$ cat src/rtl/uart_prog_loader_pkg.sv
// Shared definitions for the UART program loader.
// Contents: the loader FSM state encoding, the frame header byte and the
// idle-timeout multiplier, which counts 10-bit byte times.
package uart_prog_loader_pkg;

  typedef logic [2:0] state_t;

  localparam state_t ST_IDLE = 3'd0;
  localparam state_t ST_HDR  = 3'd1;
  localparam state_t ST_LEN0 = 3'd2;
  localparam state_t ST_LEN1 = 3'd3;
  localparam state_t ST_DATA = 3'd4;
  localparam state_t ST_CSUM = 3'd5;
  localparam state_t ST_DONE = 3'd6;
  localparam state_t ST_ERR  = 3'd7;

  localparam logic [7:0] HDR_BYTE     = 8'hA5;
  localparam int         TIMEOUT_MULT = 16;

endpackage

$ cat src/rtl/uart_prog_loader_if.sv
// Instruction-memory write port driven by the program loader.
//   we    : one-cycle write strobe
//   waddr : word address, valid with we
//   wdata : 32-bit instruction word, valid with we
// The master modport is the loader. The slave modport is the memory-side mux.
interface uart_prog_loader_if #(parameter int ADDR_W = 14);
  logic              we;
  logic [ADDR_W-1:0] waddr;
  logic [31:0]       wdata;

  modport master (output we, waddr, wdata);
  modport slave  (input  we, waddr, wdata);
endinterface

$ cat src/rtl/uart_prog_loader_rx.sv
// UART byte receiver, 8N1, LSB first.
//   clk, rstn : system clock and asynchronous active-low reset
//   rx        : serial input, idle high, asynchronous to clk
//   byte_vld  : one-cycle pulse when a byte is received with a good stop bit
//   byte_data : received byte, valid with byte_vld
//   frame_err : one-cycle pulse when the stop bit is sampled low
module uart_rx_byte
  import uart_prog_loader_pkg::*;
#(
  parameter int BIT_CYC = 868
) (
  input  logic       clk,
  input  logic       rstn,
  input  logic       rx,
  output logic       byte_vld,
  output logic [7:0] byte_data,
  output logic       frame_err
);

  localparam int               TMR_W    = (BIT_CYC > 2) ? $clog2(BIT_CYC) : 1;
  localparam logic [TMR_W-1:0] HALF_CYC = TMR_W'(BIT_CYC / 2 - 1);
  localparam logic [TMR_W-1:0] FULL_CYC = TMR_W'(BIT_CYC - 1);

  localparam logic [1:0] RX_HUNT  = 2'd0;
  localparam logic [1:0] RX_START = 2'd1;
  localparam logic [1:0] RX_DATA  = 2'd2;
  localparam logic [1:0] RX_STOP  = 2'd3;

  logic             rx_meta, rx_sync, rx_prev;
  logic [1:0]       rx_state;
  logic [TMR_W-1:0] tmr;
  logic [2:0]       bit_idx;
  logic [7:0]       shreg;

  // Synchroniser and the edge-detect flop reset to the idle (high) level.
  always_ff @(posedge clk or negedge rstn) begin
    if (!rstn) begin
      rx_meta <= 1'b1;
      rx_sync <= 1'b1;
      rx_prev <= 1'b1;
    end else begin
      rx_meta <= rx;
      rx_sync <= rx_meta;
      rx_prev <= rx_sync;
    end
  end

  // Once a start bit is confirmed at mid-bit, each later sample is taken
  // a full bit time after the previous one.
  always_ff @(posedge clk or negedge rstn) begin
    if (!rstn) begin
      rx_state  <= RX_HUNT;
      tmr       <= '0;
      bit_idx   <= '0;
      shreg     <= '0;
      byte_vld  <= 1'b0;
      frame_err <= 1'b0;
    end else begin
      byte_vld  <= 1'b0;
      frame_err <= 1'b0;
      case (rx_state)
        RX_HUNT: begin
          if (rx_prev && !rx_sync) begin
            tmr      <= HALF_CYC;
            rx_state <= RX_START;
          end
        end
        RX_START: begin
          if (tmr != '0) begin
            tmr <= tmr - 1'b1;
          end else if (rx_sync) begin
            rx_state <= RX_HUNT;
          end else begin
            tmr      <= FULL_CYC;
            bit_idx  <= '0;
            rx_state <= RX_DATA;
          end
        end
        RX_DATA: begin
          if (tmr != '0) begin
            tmr <= tmr - 1'b1;
          end else begin
            shreg   <= {rx_sync, shreg[7:1]};
            tmr     <= FULL_CYC;
            bit_idx <= bit_idx + 3'd1;
            if (bit_idx == 3'd7) rx_state <= RX_STOP;
          end
        end
        default: begin
          if (tmr != '0) begin
            tmr <= tmr - 1'b1;
          end else begin
            byte_vld  <= rx_sync;
            frame_err <= !rx_sync;
            rx_state  <= RX_HUNT;
          end
        end
      endcase
    end
  end

  assign byte_data = shreg;

endmodule

$ cat src/rtl/uart_prog_loader.sv
// UART program loader: receives "A5, N (16-bit LE), 4*N bytes" and writes
// N little-endian 32-bit words to instruction memory from address 0.
//   clk, rstn : system clock and asynchronous active-low reset
//   rx        : UART serial input
//   start     : arming pulse; accepted only in IDLE, DONE or ERR
//   busy      : loader active (HDR..CSUM)
//   done, err : terminal status levels
//   word_cnt  : words written so far
//   imem      : instruction-memory write port (we/waddr/wdata)
// Optional build macro PROG_LOADER_CHECKSUM_EN appends a checksum byte to the
// frame. That byte must equal the XOR of all data bytes.
//
// state | meaning
// IDLE  | after reset, waiting for start
// HDR   | expecting header byte 0xA5
// LEN0  | word count low byte
// LEN1  | word count high byte, then range check
// DATA  | assembling and writing words
// CSUM  | expecting XOR checksum byte (checksum build only)
// DONE  | image loaded
// ERR   | bad header, oversize count, framing error, timeout or bad checksum
module uart_prog_loader
  import uart_prog_loader_pkg::*;
#(
  parameter int CLK_FREQ = 100_000_000,
  parameter int BAUD     = 115_200,
  parameter int ADDR_W   = 14
) (
  input  logic               clk,
  input  logic               rstn,
  input  logic               rx,
  input  logic               start,
  output logic               busy,
  output logic               done,
  output logic               err,
  output logic [15:0]        word_cnt,
  uart_prog_loader_if.master imem
);

  localparam int            BIT_CYC = CLK_FREQ / BAUD;
  localparam int            TO_CYC  = TIMEOUT_MULT * 10 * BIT_CYC;
  localparam int            TO_W    = $clog2(TO_CYC);
  localparam logic [TO_W-1:0] TO_INIT = TO_W'(TO_CYC - 1);
  localparam logic [16:0]   N_MAX   = 17'(2 ** ADDR_W);
`ifdef PROG_LOADER_CHECKSUM_EN
  localparam state_t ST_TAIL = ST_CSUM;
`else
  localparam state_t ST_TAIL = ST_DONE;
`endif

  logic              byte_vld, frame_err;
  logic [7:0]        byte_data;
  state_t            state;
  logic [15:0]       n_words;
  logic [1:0]        idx;
  logic [23:0]       asm_q;
  logic [TO_W-1:0]   to_cnt;
  logic              we_q;
  logic [ADDR_W-1:0] waddr_q;
  logic [31:0]       wdata_q;
  logic [16:0]       n_full;
`ifdef PROG_LOADER_CHECKSUM_EN
  logic [7:0]        csum;
`endif

  uart_rx_byte #(.BIT_CYC(BIT_CYC)) u_rx (
    .clk       (clk),
    .rstn      (rstn),
    .rx        (rx),
    .byte_vld  (byte_vld),
    .byte_data (byte_data),
    .frame_err (frame_err)
  );

  assign n_full = {1'b0, byte_data, n_words[7:0]};

  always_ff @(posedge clk or negedge rstn) begin
    if (!rstn) begin
      state    <= ST_IDLE;
      n_words  <= '0;
      idx      <= '0;
      asm_q    <= '0;
      to_cnt   <= '0;
      word_cnt <= '0;
      we_q     <= 1'b0;
      waddr_q  <= '0;
      wdata_q  <= '0;
`ifdef PROG_LOADER_CHECKSUM_EN
      csum     <= '0;
`endif
    end else begin
      we_q <= 1'b0;
      case (state)
        ST_IDLE, ST_DONE, ST_ERR: begin
          if (start) begin
            state    <= ST_HDR;
            word_cnt <= '0;
            idx      <= '0;
            to_cnt   <= TO_INIT;
`ifdef PROG_LOADER_CHECKSUM_EN
            csum     <= '0;
`endif
          end
        end
        default: begin
          if (frame_err || to_cnt == '0) begin
            state <= ST_ERR;
          end else if (byte_vld) begin
            to_cnt <= TO_INIT;
            case (state)
              ST_HDR:  state <= (byte_data == HDR_BYTE) ? ST_LEN0 : ST_ERR;
              ST_LEN0: begin
                n_words[7:0] <= byte_data;
                state        <= ST_LEN1;
              end
              ST_LEN1: begin
                n_words[15:8] <= byte_data;
                if (n_full == '0)        state <= ST_TAIL;
                else if (n_full > N_MAX) state <= ST_ERR;
                else                     state <= ST_DATA;
              end
              ST_DATA: begin
`ifdef PROG_LOADER_CHECKSUM_EN
                csum <= csum ^ byte_data;
`endif
                idx <= idx + 2'd1;
                // Bytes arrive low first, so shifting down leaves byte k at bits 8k.
                if (idx == 2'd3) begin
                  we_q     <= 1'b1;
                  waddr_q  <= word_cnt[ADDR_W-1:0];
                  wdata_q  <= {byte_data, asm_q};
                  word_cnt <= word_cnt + 16'd1;
                  if (word_cnt + 16'd1 == n_words) state <= ST_TAIL;
                end else begin
                  asm_q <= {byte_data, asm_q[23:8]};
                end
              end
`ifdef PROG_LOADER_CHECKSUM_EN
              ST_CSUM: state <= (byte_data == csum) ? ST_DONE : ST_ERR;
`endif
              default: ;
            endcase
          end else begin
            to_cnt <= to_cnt - 1'b1;
          end
        end
      endcase
    end
  end

  assign busy       = !(state == ST_IDLE || state == ST_DONE || state == ST_ERR);
  assign done       = (state == ST_DONE);
  assign err        = (state == ST_ERR);
  assign imem.we    = we_q;
  assign imem.waddr = waddr_q;
  assign imem.wdata = wdata_q;

endmodule

$ cat src/flat_wrapper.sv
// flat-port wrapper written by rule: the top's interface ports become plain ports
module uart_prog_loader_flat import uart_prog_loader_pkg::*;
#(
  parameter int CLK_FREQ = 100_000_000,
  parameter int BAUD     = 115_200,
  parameter int ADDR_W   = 14
)
  (clk, rstn, rx, start, busy, done, err, word_cnt, imem_we, imem_waddr, imem_wdata);
  uart_prog_loader_if #(.ADDR_W(ADDR_W)) imem_i ();
  input  logic clk;
  input  logic rstn;
  input  logic rx;
  input  logic start;
  output logic busy;
  output logic done;
  output logic err;
  output logic [15:0] word_cnt;
  output wire logic [$bits(imem_i.we)-1:0] imem_we;
  output wire logic [$bits(imem_i.waddr)-1:0] imem_waddr;
  output wire logic [$bits(imem_i.wdata)-1:0] imem_wdata;
  assign imem_we = imem_i.we;
  assign imem_waddr = imem_i.waddr;
  assign imem_wdata = imem_i.wdata;
  uart_prog_loader #(.CLK_FREQ(CLK_FREQ), .BAUD(BAUD), .ADDR_W(ADDR_W)) u_core (.clk(clk), .rstn(rstn), .rx(rx), .start(start), .busy(busy), .done(done), .err(err), .word_cnt(word_cnt), .imem(imem_i));
endmodule
$ cat config.mk
export PLATFORM = sky130hd
export DESIGN_NAME = uart_prog_loader_flat
export DESIGN_NICKNAME = d
export VERILOG_FILES = /design/src/rtl/uart_prog_loader_pkg.sv /design/src/rtl/uart_prog_loader_if.sv /design/src/rtl/uart_prog_loader_rx.sv /design/src/rtl/uart_prog_loader.sv /design/src/flat_wrapper.sv
export SDC_FILE = /design/constraint.sdc
export NUM_CORES = 1
export LEC_CHECK = 0
export BUFFER_PORTS_ARGS = -buffer_cell sky130_fd_sc_hd__buf_4
export CAP_MARGIN = 20
export CORE_UTILIZATION = 45
export CTS_CLUSTER_DIAMETER = 200
export DETAILED_ROUTE_END_ITERATION = 10
export SLEW_MARGIN = 30
export SYNTH_ARGS = -nofsm -noshare
export SYNTH_HDL_FRONTEND = slang
export SYNTH_SLANG_ARGS = --single-unit
$ cat constraint.sdc
create_clock -name clk -period 2.95 [get_ports clk]
set_clock_uncertainty 0.1 [all_clocks]
set_input_delay 0.4425 -clock clk [delete_from_list [all_inputs] [get_ports clk]]
set_output_delay 0.4425 -clock clk [all_outputs]
set_load 0.1 [all_outputs]
==> results by group, run 1 <==
Timing
  – Setup violators final: 0
  – Worst-Margin Slew: between 0.7 and 0.8 ns
  – Final hold vios: 0
  – Fmax: 362.9 MHz
  – Setup TNS Final: 0 ns
  – Final Max Slew Viols: 0
  – Slew Limit Headroom: 0.4745
  – Unrepaired setup endpoints after global routing: false
  – Final period utilization: 0.9341
  – Tmin final: roughly 2.8 ns

Clock network
  – Clock Latency Late Sink: between 0.4 and 0.5 ns
  – Clk root buf: clkbuf_16
  – Post-CTS Setup Bufs: 0
  – Num CTS Buffers: 17
  – Clk buf depth: 2
  – Clock sinks: about 150
  – Worst-path clk slew: ~0.060 ns
  – H-tree depth: 4
  – CTS tree: done

Place
  – Hpwl dp: 10,630 um
  – Routability cong.: 0.8074
  – Placed cell area: approximately 8100 sq um
  – IO Port Bufs: 69

Synthesis
  – Primary FF master, synth: dfrtp_1
  – Top-area cell type share of the netlist area: 0.5128
  – Post-Syn Area: about 7400 sq um
  – Syn nets: about 750
  – Post-Syn Area per Cell: 9.998 sq um
  – Post-synth EDFFs: 0
  – Sequential share of the synthesized area: 0.5235
  – Synthesized flop and latch total: around 150
  – Synth cell types: 68
  – Top cells by area, synth: dfrtp_1 (51%), nand2_1 (9.2%), mux2_2 (4.6%)
  – Gate Count Post-Synth: ~740
  – Post-synth ARST share: 1.000
  – YS warnings: 0
  – Synth area leader: dfrtp_1

Critical path
  – Crit path largest cell delay: ~0.54 ns
  – CP required: between 3 and 4 ns
  – CP arrival: around 3.0 ns
  – Buffers & Inverters on Critical Path: 1
  – CP Class: register to register
  – Slowest CP cell: or4_1
  – Crit-path leading delay family: simple AND/OR/NAND/NOR gates
  – Startpoint Class: register
  – Cells along the critical path: inv_1 -> ha_1 -> nand2b_1 -> or4_1 -> or3_1 -> a21oi_2 -> nor2_1 -> o21ai_0 -> o21ai_0
  – CP Capture Type: register
  – Crit path top cell by count: o21ai_0
  – Worst Path Max Fanout: 8

Detailed routing
  – Via count: 5,506
  – Pre-antenna DRT Iters: 5
  – WL/cell: roughly 15 um
  – Vias per inst: roughly 5.3
  – DRC Markers: 0
  – Post-route ant nets: 0
  – WL final: 15,790 um
  – Iteration-0 DRC count of the detailed router: 380

Cells and area
  – Design Area, Final: approximately 8700 sq um
  – Diode count: 0
  – Layout fillers: ~1,400
  – Nets: 816
  – P&R area growth vs syn: 17.93%
  – Area of the multi-input gates: ~3300 sq um
  – Final core occ: 0.5450
  – Register Area: 3862 sq um
  – Layout cell share with drive strength beyond 1: 0.2408

Min path
  – Hold WC Path Type: register to register

Pwr
  – Gate power share: 0.326
  – Sw frac: 0.4048
  – VDD IR max: 0.6140 mV
  – Seq pwr share: 0.384
  – Cell area power density: about 800 nW/um^2
  – P_int: a little over 4 mW
  – Clk pwr share: 0.290
  – P_sw: roughly 2.8 mW
  – Static leakage: ~4.2 nW

Floorplanning
  – Die width: roughly 130 um
  – Die ar.: roughly 17,000 sq um
  – Core footprint: between 15,000 and 20,000 sq um
  – Top Ports: 70
  – Initial Util: 0.4622
  – Std-Cell Rows: 46
  – Die Height: roughly 130 um

Global routing
  – Initial antenna violation count: 0
  – First-pass GRT wire length: between 20,000 and 30,000 um
  – GRT overflow: 0
  – Total track usage: 0.2052
  – Largest net degree at the start of global routing: between 70 and 80
  – Vias in the first global route: around 5,300

Status
  – Outcome: complete, no violations

Flow run
  – Max-Cap Viols: 0
[cell families (layout without fill, tap and decap cells)]
family / after synthesis / count (layout) / synth area share
flip-flops: 154 / 154 / 0.5235
AO/OA/AOI/OAI: 108 / 108 / 0.09475
multiplexers: 51 / 51 / 0.08796
adder cells (fa/ha/maj): 11 / 11 / 0.01868
AND/OR/NAND/NOR: 319 / 319 / 0.1994
XOR/XNOR: 34 / 34 / 0.04041
buffers and inverters: 60 / 137 / 0.03532
[Yosys cell counts, types with 3 or more instances]
| master | number |
|---|---|
| nand2_1 | 181 |
| dfrtp_1 | 151 |
| nor2_1 | 47 |
| o21ai_0 | 40 |
| mux2_2 | 30 |
| clkbuf_1 | 25 |
| xnor2_1 | 23 |
| mux2_4 | 20 |
| inv_1 | 18 |
| nor3_1 | 17 |
| a21oi_1 | 16 |
| nand3_1 | 15 |
| ha_1 | 11 |
| nor4_1 | 11 |
| xor2_1 | 11 |
| buf_2 | 9 |
| nand4_1 | 9 |
| and3_1 | 8 |
| a31oi_1 | 7 |
| o31ai_1 | 6 |
| and4_1 | 5 |
| or3_1 | 5 |
| o21ai_1 | 4 |
| o22ai_1 | 4 |
| o41ai_1 | 4 |
| a22o_1 | 3 |
| buf_1 | 3 |
| buf_6 | 3 |
| dfstp_2 | 3 |
[worst reg2reg max path, cell delays in order (launching register included)]
cell and delay [ns]:
dfrtp_1 0.42, inv_1 0.07, ha_1 0.18, nand2b_1 0.12, or4_1 0.54, or3_1 0.49, a21oi_2 0.38, nor2_1 0.09
o21ai_0 0.15, o21ai_0 0.10
[per-layer routing]
layer  part of all wire  up-vias  global-route usage
li1                   -     2674                   -
met1               0.45     2704              0.2688
met2               0.50      105              0.3385
met3              0.029       23             0.03608
met4              0.019        0             0.08276
met5                  0        -                   0
[sequential cells by signal, summed over array words and instances, names as in the netlist]
signal,cells
u_core.to_cnt,18
u_core.u_rx.frame_err,1
u_core.u_rx.rx_meta,1
u_core.asm_q,24
u_core.u_rx.bit_idx,3
u_core.u_rx.tmr,10
u_core.idx,2
u_core.imem.waddr,14
u_core.u_rx.byte_vld,1
u_core.state,3
u_core.u_rx.rx_prev,1
u_core.u_rx.rx_sync,1
u_core.imem.we,1
u_core.u_rx.rx_state,2
u_core.n_words,16
u_core.u_rx.byte_data,8
u_core.word_cnt,16
u_core.imem.wdata,32
[cells in the final DEF (no fill, tap or decap), drive strengths merged, types with 15 or more instances in the layout]
cell type,synthesis,layout
xnor2,23,23
a21oi,18,18
inv,19,27
clkbuf,26,19
buf,15,84
mux2,50,50
nand3,15,15
nor2,47,47
dfrtp,151,151
nand2,181,181
nor3,19,19
o21ai,44,44
[per-stage QoR]
step / setup WS [ns] / cells / total power [mW] / hold slack, ns
floorplan: 0.01309 / 737 / 4.417 / 0.04691
global placement: 0.2968 / 996 / 4.913 / 0.2457
detailed placement: 0.2548 / 996 / 4.970 / 0.2470
CTS: 0.1992 / 1029 / 7.024 / 0.002814
global route: 0.001225 / 1030 / 7.388 / 0.2671
finish: 0.1943 / 1030 / 6.968 / 0.2558
[final cells by class]
type                       instances  area share
clock buffer                      19     0.05097
clock inverter                    13     0.01224
inverter                          19    0.008495
multi-input combinational        523      0.3745
sequential                       154      0.4445
tap                              216     0.03110
timing repair buffer              86     0.07819
[what timing repair did]
| item | CTS | global route |
|---|---|---|
| resized for setup | 0 | 1 |
| hold buffers | 1 | 1 |
| endpoints found under the hold margin | 68 | 1 |
| endpoints found under the setup margin | 0 | 45 |
[path summary, 6_finish.rpt]
check / start / slack, ns / cells after the start / to
min in group asynchronous: rstn / 0.51 / 2 / u_core.imem.wdata[7]
max in group asynchronous: rstn / 1.50 / 3 / u_core.n_words[15]
hold / removal: u_core.u_rx.rx_meta / 0.26 / 0 / u_core.u_rx.rx_sync
setup / recovery: u_core.u_rx.tmr[0] / 0.19 / 9 / u_core.u_rx.tmr[4]
setup reg to reg: u_core.u_rx.tmr[0] / 0.19 / 9 / u_core.u_rx.tmr[4]
hold reg to reg: u_core.u_rx.rx_meta / 0.26 / 0 / u_core.u_rx.rx_sync
[power groups by stage]
stage,clock network (mW),logic [mW],registers [mW]
floorplan,0,1.36,3.06
global placement,0,2.22,2.69
detailed placement,0,2.26,2.71
CTS,2.08,2.27,2.67
global route,2.16,2.51,2.72
finish,2.02,2.27,2.67
(Power assumes the default switching activity.)
==> run 2: changes to the inputs <==
- CORE_MARGIN: not set -> 2
- REMOVE_ABC_BUFFERS: not set -> 1
==> results by group, run 2 (synthesized netlist as in run 1, its figures left out) <==
Status
  – Outcome: complete, no violations

Place
  – Hpwl dp: 10,390 um (-2.2%)
  – Placed cell area: 8117 sq um (about the same)
  – Routability cong.: 0.8126 (+0.64%)
  – IO Port Bufs: 69 (unchanged)

Detailed routing
  – Via count: 5,484 (-0.40%)
  – Vias per inst: 5.324 (-0.40%)
  – WL/cell: 15.08 um (-1.6%)
  – Pre-antenna DRT Iters: 6 (+1)
  – Iteration-0 DRC count of the detailed router: 355 (-6.6%)
  – Post-route ant nets: 0 (unchanged)
  – WL final: 15,530 um (-1.6%)
  – DRC Markers: 0 (unchanged)

Cells and area
  – Design Area, Final: 8707 sq um (+0.20%)
  – P&R area growth vs syn: 18.17%
  – Most frequent cells in the layout: nand2_1 (181), dfrtp_1 (151), buf_4 (82)
  – Layout cell share with drive strength beyond 1: 0.2371 (-0.003686)
  – Commonest non-fill, non-tap cell in the layout: nand2_1
  – Max reg flops: 32 (unchanged)
  – Diode count: 0 (unchanged)
  – Nets: 817 (+0.12%)

Min path
  – Hold WC Path Type: register to register

Critical path
  – Crit path largest cell delay: 0.55 ns (about the same)
  – Startpoint Class: register
  – Crit-path leading delay family: simple AND/OR/NAND/NOR gates
  – CP required: 3.14 ns (about the same)
  – Worst Path Max Fanout: 20 (+12)
  – Buffers & Inverters on Critical Path: 2 (+1)
  – CP Class: register to register
  – Cells along the critical path: inv_1 -> ha_1 -> nand2b_1 -> or4_1 -> or3_4 -> o21ai_1 -> buf_4 -> nor3_1 -> a21oi_1 -> o21ai_0
  – Slowest CP cell: or4_1
  – CP Capture Type: register
  – CP arrival: 2.84 ns (-0.12 ns)

Floorplanning
  – Die ar.: 17,410 sq um (+3.1%)
  – Std-Cell Rows: 46 (unchanged)
  – Initial Util: 0.4622 (unchanged)
  – Core footprint: 15,940 sq um (unchanged)
  – Die Height: 132.0 um (+1.5%)
  – Top Ports: 70 (unchanged)
  – Die width: 132.0 um (+1.5%)

Clock network
  – Post-CTS Setup Bufs: 0 (unchanged)
  – Num CTS Buffers: 17 (unchanged)
  – Worst-path clk slew: 0.06 ns (about the same)
  – H-tree depth: 4 (unchanged)
  – Clk buf depth: 2 (unchanged)
  – CTS tree: done
  – Clock sinks: 154 (unchanged)
  – Clk root buf: clkbuf_16
  – Clock Latency Late Sink: 0.43 ns (about the same)

Pwr
  – VDD IR max: 0.6691 mV (+9.0%)
  – Static leakage: 4.234 nW (+0.31%)
  – P_sw: 2.822 mW (about the same)
  – Gate power share: 0.328 (+0.002)
  – Sw frac: 0.4018 (-0.002996)
  – Cell area power density: 806.5 nW/um^2 (+0.58%)
  – P_int: 4.201 mW (+1.3%)
  – Clk pwr share: 0.291 (about the same)
  – Seq pwr share: 0.381 (-0.003)

Timing
  – Worst-Margin Slew: 0.7260 ns (-0.05998 ns)
  – Hold WS: 0.2560 ns (+0.0002160 ns)
  – Setup violators final: 0 (unchanged)
  – Slew Limit Headroom: 0.5146 (+0.04010)
  – Fmax: 377.7 MHz (+4.1%)
  – Final period utilization: 0.8974 (-0.03669)
  – Final Max Slew Viols: 0 (unchanged)
  – Unrepaired setup endpoints after global routing: false
  – Final hold vios: 0 (unchanged)
  – Tmin final: 2.647 ns (-0.1082 ns)

Global routing
  – Initial antenna violation count: 0 (unchanged)
  – Largest net degree at the start of global routing: 72 (unchanged)
  – Total track usage: 0.1905 (-0.01469)
  – First-pass GRT wire length: 26,940 um (+0.51%)
  – Vias in the first global route: 5,382 (+1.2%)
  – GRT overflow: 0 (unchanged)

Flow run
  – Max-Cap Viols: 0 (unchanged)
## run 2: cell types whose count changed in the layout (fill, tap and decap cells not counted), moves of 2 or more
cell / change
o21ai_0: -2
a21oi_2: -2
dfrtp_1: +4
clkinvlp_4: +2
dfrtp_2: -4
inv_6: -3
o21ai_1: +2
## run 2: path summary, 6_finish.rpt
kind | startpoint | endpoint | slack [ns] | cells after the start
min reg2reg | u_core.u_rx.rx_meta | u_core.u_rx.rx_sync | 0.26 | 0
max reg2reg | u_core.u_rx.tmr[0] | u_core.u_rx.tmr[6] | 0.30 | 10
min | u_core.u_rx.rx_meta | u_core.u_rx.rx_sync | 0.26 | 0
max in group asynchronous | rstn | u_core.word_cnt[14] | 1.49 | 3
max | u_core.u_rx.tmr[0] | u_core.u_rx.tmr[6] | 0.30 | 10
min in group asynchronous | rstn | u_core.imem.wdata[3] | 0.50 | 2
## run 2: layout make-up
cell class	count	area (sq um)
fillers	1396	7236
flip-flops and latches	154	3857
multi-input cells	523	3271
repair buffers	87	686.9
clock buffers	18	429.2
well taps	216	270.3
clock inverters	13	118.9
inverters	19	73.82
## run 2: power by group through the flow
| stage | Combinational [mW] | Clock (mW) | Sequential, mW |
|---|---|---|---|
| finish | 2.30 | 2.05 | 2.68 |
| global route | 2.52 | 2.19 | 2.71 |
| CTS | 2.28 | 2.09 | 2.67 |
| detailed placement | 2.27 | 0 | 2.70 |
| global placement | 2.21 | 0 | 2.69 |
| floorplan | 1.17 | 0 | 3.17 |
## run 2: layer usage
layer  vias up  track usage  wire length [um]
li1       2659            -                 -
met1      2684       0.2541              7079
met2       122       0.3099              7605
met3        19      0.03960               618
met4         0      0.06703               227
met5         -            0                 0
## run 2: timing repair
action	CTS	global route
resized for setup	0	6
hold buffers	1	1
hold endpoints to repair	68	1
endpoints found under the setup margin	0	57
## run 2: through the flow
| step | util | std cells | power (mW) | setup slack [ns] | TNS, ns |
|---|---|---|---|---|---|
| finish | 0.5461 | 1030 | 7.023 | 0.3026 | 0 |
| global route | 0.5461 | 1030 | 7.427 | 0.08370 | 0 |
| CTS | 0.5441 | 1029 | 7.040 | 0.1723 | 0 |
| detailed placement | 0.5091 | 997 | 4.975 | 0.1899 | 0 |
| global placement | 0.5091 | 997 | 4.894 | 0.3294 | 0 |
| floorplan | - | 696 | 4.348 | -1.195 | -72.38 |
## run 2: worst reg2reg max path, cell delays in order, from the launching register on
cell and delay, ns:
dfrtp_1 0.42, inv_1 0.08, ha_1 0.16, nand2b_1 0.10, or4_1 0.55, or3_4 0.47
o21ai_1 0.15, buf_4 0.23, nor3_1 0.07, a21oi_1 0.11, o21ai_0 0.09
